<file path="config.mk">
export PLATFORM = sky130hd
export DESIGN_NAME = mux_n_skid
export DESIGN_NICKNAME = d
export VERILOG_FILES = /design/src/rtl/mux_n_skid.sv
export SDC_FILE = /design/constraint.sdc
export NUM_CORES = 1
export LEC_CHECK = 0
export BUFFER_PORTS_ARGS = -buffer_cell sky130_fd_sc_hd__buf_2
export CORE_MARGIN = 2
export CORE_UTILIZATION = 53
export DETAILED_ROUTE_END_ITERATION = 10
export PLACE_DENSITY = 0.85
export SETUP_SLACK_MARGIN = 0.2
export SYNTH_ARGS = -nofsm -noshare
export SYNTH_HDL_FRONTEND = slang
export SYNTH_SLANG_ARGS = --single-unit
</file>
<file path="constraint.sdc">
create_clock -name clk -period 2 [get_ports clk]
set_input_delay 0.2 -clock clk [delete_from_list [all_inputs] [get_ports clk]]
set_output_delay 0.2 -clock clk [all_outputs]
set_load 0.05 [all_outputs]
</file>
<file path="src/rtl/mux_n_skid.sv">
// mux_n_skid: N-way channel select feeding a two-entry skid buffer.
// The selected channel is registered into a main/skid register pair, so both
// in_ready and out_valid come from flops and out_ready has no combinational
// path back to in_ready. Out-of-range selects emit DEFAULT_VALUE and set a
// sticky error flag.
module mux_n_skid #(
  parameter int                DATA_W        = 16,
  parameter int                N_INPUTS      = 3,
  parameter int                SEL_W         = 2,
  parameter logic [DATA_W-1:0] DEFAULT_VALUE = {DATA_W{1'b0}}
) (
  input  logic                         clk,
  input  logic                         rst,
  input  logic                         flush,
  input  logic                         err_clr,
  input  logic [N_INPUTS*DATA_W-1:0]   in_data,
  input  logic [SEL_W-1:0]             in_sel,
  input  logic                         in_valid,
  output logic                         in_ready,
  output logic [DATA_W-1:0]            out_data,
  output logic                         out_valid,
  input  logic                         out_ready,
  output logic                         sel_err,
  output logic [1:0]                   occupancy
);

  typedef enum logic [1:0] {
    EMPTY = 2'd0,
    ONE   = 2'd1,
    TWO   = 2'd2
  } state_t;

  // One extra bit so that N_INPUTS == 2**SEL_W is representable.
  localparam logic [SEL_W:0] N_LIMIT = (SEL_W+1)'(N_INPUTS);

  // Loop-based mux: every select value resolves to a defined channel or the
  // default, so no X and no latch for out-of-range selects.
  function automatic logic [DATA_W-1:0] select_channel(
    input logic [N_INPUTS*DATA_W-1:0] data,
    input logic [SEL_W-1:0]           sel
  );
    logic [DATA_W-1:0] pick;
    pick = DEFAULT_VALUE;
    for (int k = 0; k < N_INPUTS; k++) begin
      if (sel == SEL_W'(k)) begin
        pick = data[k*DATA_W +: DATA_W];
      end
    end
    return pick;
  endfunction

  function automatic logic sel_out_of_range(input logic [SEL_W-1:0] sel);
    return ({1'b0, sel} >= N_LIMIT);
  endfunction

  state_t              state_r;
  state_t              state_nxt_s;
  logic [DATA_W-1:0]   main_r;
  logic [DATA_W-1:0]   skid_r;
  logic [DATA_W-1:0]   main_nxt_s;
  logic [DATA_W-1:0]   skid_nxt_s;
  logic                out_valid_r;
  logic                in_ready_r;
  logic [1:0]          occupancy_r;
  logic                sel_err_r;
  logic                sel_err_nxt_s;
  logic                in_xfer_s;
  logic                out_xfer_s;
  logic                sel_oor_s;
  logic [DATA_W-1:0]   sel_data_s;

  assign in_xfer_s  = in_valid & in_ready_r;
  assign out_xfer_s = out_valid_r & out_ready;
  assign sel_oor_s  = sel_out_of_range(in_sel);
  assign sel_data_s = select_channel(in_data, in_sel);

  // Next-state and storage steering for the main/skid register pair.
  always_comb begin
    state_nxt_s = state_r;
    main_nxt_s  = main_r;
    skid_nxt_s  = skid_r;
    case (state_r)
      EMPTY: begin
        if (in_xfer_s) begin
          state_nxt_s = ONE;
          main_nxt_s  = sel_data_s;
        end else begin
          state_nxt_s = EMPTY;
        end
      end
      ONE: begin
        if (in_xfer_s && !out_xfer_s) begin
          state_nxt_s = TWO;
          skid_nxt_s  = sel_data_s;
        end else if (in_xfer_s && out_xfer_s) begin
          state_nxt_s = ONE;
          main_nxt_s  = sel_data_s;
        end else if (out_xfer_s) begin
          state_nxt_s = EMPTY;
        end else begin
          state_nxt_s = ONE;
        end
      end
      TWO: begin
        if (out_xfer_s) begin
          state_nxt_s = ONE;
          main_nxt_s  = skid_r;
        end else begin
          state_nxt_s = TWO;
        end
      end
      default: begin
        state_nxt_s = EMPTY;
      end
    endcase
    // Flush drops everything, including an entry offered in this cycle.
    if (flush) begin
      state_nxt_s = EMPTY;
    end else begin
      state_nxt_s = state_nxt_s;
    end
  end

  // Sticky select error: a new error wins over a simultaneous clear.
  always_comb begin
    sel_err_nxt_s = sel_err_r;
    if (in_xfer_s && sel_oor_s) begin
      sel_err_nxt_s = 1'b1;
    end else if (err_clr) begin
      sel_err_nxt_s = 1'b0;
    end else begin
      sel_err_nxt_s = sel_err_r;
    end
  end

  // State, storage and registered status outputs.
  always_ff @(posedge clk) begin
    if (rst) begin
      state_r     <= EMPTY;
      main_r      <= DEFAULT_VALUE;
      skid_r      <= DEFAULT_VALUE;
      out_valid_r <= 1'b0;
      in_ready_r  <= 1'b1;
      occupancy_r <= 2'd0;
      sel_err_r   <= 1'b0;
    end else begin
      state_r     <= state_nxt_s;
      main_r      <= main_nxt_s;
      skid_r      <= skid_nxt_s;
      out_valid_r <= (state_nxt_s != EMPTY);
      in_ready_r  <= (state_nxt_s != TWO);
      occupancy_r <= state_nxt_s;
      sel_err_r   <= sel_err_nxt_s;
    end
  end

  assign out_data  = main_r;
  assign out_valid = out_valid_r;
  assign in_ready  = in_ready_r;
  assign occupancy = occupancy_r;
  assign sel_err   = sel_err_r;

endmodule
</file>
==> impl_results.md <==
* Status: finished, final reports clean
* Post-synth top flop: dfxtp_1
* Post-Synthesis Cells at 227
* Initial antenna violation count at 0
* Sw frac at 28.8%
* Ys async rst share at 0%
* Final setup violation count at 0
* Worst path buffer plus inverter count at 1
* Fin. Hold Viols at 0
* WP data arrival at 1.82 ns
* CP Launch Type: flip-flop
* Slew Limit Headroom at 71.7%
* Placement Cell Area at 2520 sq um
* Htree depth at 2
* CORE AREA at 3940 sq um
* Cell count after placement at 341
* Vias per cell at 5.70
* Clk network pwr share at 35.6%
* Die ar. at 4540 sq um
* Max IR drop VDD at 0.427 mV
* P_leak at 1.22 nW
* CTS Hold Bufs at 0
* Root Buffer: clkbuf_8
* Cell Rows at 23
* ANT cells at 0
* Crit path from: occupancy[1]$_SDFF_PP0_
* Finished Cell Area at 2640 sq um
* Flop2flop setup slack at 0.37 ns
* Chip width at 67.4 um
* I/O Buffers at 76
* Peak Freq at 614 MHz
* RSZ-0062 raised after global routing: no
* Worst-case clock buffer depth at 2
* Total routed wirelength at 5220 um
* Share of cells above drive strength 1 at 42.8%
* Pre-CTS WS at 0.394 ns
* Reg power frac at 42.5%
* Fin Setup TNS at 0 ns
* Post-DP HPWL at 3790 um
* Worst-skew pair later-pin latency at 0.30 ns
* Hold_ws at 0.100 ns
* Gr usage total at 24.2%
* Min Clock Period, post-route at 1.63 ns
* Clock sinks at 37
* Die Ht at 67.4 um
* Max cap viols at 0
* # Post-CTS Setup Buffers at 0
* Initial DRT Pass Iterations at 5
* First-pass GRT wire length at 8280 um
* Crit share post-route at 81.4%
* Antenna Nets Post-Route at 0
* Placer Congestion at 0.866
* Post-synthesis sequential area ratio at 34.8%
* CTS Buf Count at 5
* Post-synth EDFFs at 0
* Number of global-route vias before repair at 1849
* Critical Path End: out_data[1]$_SDFFE_PP0P_
* Max Clock Skew at 0.00646 ns
* Pint at 1.34 mW
* CP endpoint kind: flip-flop
* Cell Area, Synth at 2130 sq um
* Largest net degree at the start of global routing at 34
* Final nets at 354
* Number of cells on the critical path at 5
* Net Sw Power at 541 uW
* Worst setup margin at 0.372 ns
* Yosys warns at 0
* Max Slew Vio Count at 0
* CP max-delay cell: dfxtp_1
* Final Non-Filler Cells at 349
* Fillers at 322
* Remaining DRCs at 0
* Max stage delay on crit path at 0.50 ns
* Clk slew on worst S/H paths at 0.07 ns
* WP data required at 2.19 ns
* Worst r2r src: occupancy[1]$_SDFF_PP0_
* Slew @ Worst Pin at 0.424 ns
* Max FO, Critical Path at 24
* Critical R2R Capture: out_data[1]$_SDFFE_PP0P_
* Kind of critical path: flip-flop to flip-flop
* Syn_nets at 283
* Area Growth Syn to Fin at 24.0%
* Routed wire per std cell at 15.0 um
* TritonCTS clock tree: yes
* Hold Path Class: input port to flip-flop
* R2R cell count at 5
* Starting density of the core at 54.0%
* CTS resizes at 0
* Pwr dens at 712 nW/um^2
* Logic pwr share at 21.9%
* Crit-path cells: and3b_4 > a21oi_4 > buf_12 > nand3b_1 > o41ai_2
* Delay-heaviest family, CP: flip-flops
* Synth cell types at 31
* GRT overflow at 0
* Vias at 1991
* Seq cells post-synth at 37
* Mean Syn Cell Area at 9.38 sq um
* First DRT Iteration DRCs at 113
* IO Count at 77
==> state kept, by name, summed over array words and instances, names as in the netlist <==
signal	flops
occupancy	2
skid_r	16
out_data	16
sel_err	1
out_valid	1
in_ready	1
==> cells by family after synthesis <==
kind of cell | share of synthesized area, %
buffers and inverters | 6.82
multiplexers | 7.99
flip-flops | 34.8
AND/OR/NAND/NOR | 28.7
AO/OA/AOI/OAI | 21.7
==> layout make-up <==
| cell class | count | area (sq um) | share of cell area [%] |
|---|---|---|---|
| clock buffers | 7 | 86.3 | 3.27 |
| inverters | 1 | 3.75 | 0.142 |
| repair buffers | 85 | 473 | 17.9 |
| multi-input cells | 168 | 1240 | 47.1 |
| flip-flops and latches | 37 | 741 | 28.1 |
| well taps | 50 | 62.6 | 2.37 |
| clock inverters | 1 | 30.0 | 1.14 |
==> power groups by stage <==
stage                     combinational (mW)  sequential (mW)  clock (mW)
final                                  0.412            0.799       0.669
after detailed placement               0.413            0.814           0
after global placement                 0.402            0.814           0
after global routing                   0.444            0.803       0.704
after floorplan                        0.212            0.897           0
after CTS                              0.414            0.798       0.679
==> cells in the final DEF (no fill, tap or decap), drive strengths merged, types with 2 or more instances in the layout <==
cell and count:
buf 85, nor2 65, dfxtp 37, nor3 19, mux2i 17, o2bb2ai 16, nand3b 16, o41ai 16
clkbuf 7, a21oi 5, nand2b 2, nand2 2
==> how the worst min path moves through the flow <==
stage | to | startpoint | slack, ns | cells past startpoint
6_report | out_valid$_SDFF_PP0_ | flush | 0.10 | 2
5_1_grt | occupancy[0]$_SDFF_PP0_ | flush | 0.11 | 2
4_1_cts | out_valid$_SDFF_PP0_ | flush | 0.1 | 2
3_5_place_dp | out_valid$_SDFF_PP0_ | flush | 0.41 | 2
3_3_place_gp | occupancy[0]$_SDFF_PP0_ | flush | 0.41 | 2
2_1_floorplan | occupancy[0]$_SDFF_PP0_ | flush | 0.28 | 1
==> layer usage <==
metal | part of all wire, % | vias to the layer above | global-route usage, %
met5 | 0 | - | 0
met4 | 1.9 | 0 | 6.89
met3 | 6.7 | 13 | 5.50
met2 | 52 | 81 | 44.1
met1 | 40 | 939 | 28.3
li1 | - | 958 | -
==> synthesized netlist by cell type, types with 4 or more instances <==
| cell | count | area [sq um] |
|---|---|---|
| nor2_2 | 5 | 31.3 |
| o41ai_2 | 15 | 244 |
| mux2i_1 | 17 | 170 |
| nor3_1 | 8 | 40.0 |
| a21oi_1 | 4 | 20.0 |
| dfxtp_1 | 37 | 741 |
| buf_6 | 5 | 56.3 |
| nand3b_1 | 16 | 120 |
| nor3_2 | 10 | 100 |
| o2bb2ai_1 | 16 | 140 |
| buf_4 | 6 | 45.0 |
| clkbuf_1 | 8 | 30.0 |
| nor2_1 | 60 | 225 |
==> per-stage QoR <==
| stage | util (%) | total power, mW |
|---|---|---|
| 2_1_floorplan | - | 1.11 |
| 3_3_place_gp | 64.0 | 1.22 |
| 3_5_place_dp | 64.0 | 1.23 |
| 4_1_cts | 67.0 | 1.89 |
| 5_1_grt | 67.0 | 1.95 |
| 6_report | 67.0 | 1.88 |
(Power assumes the default switching activity.)
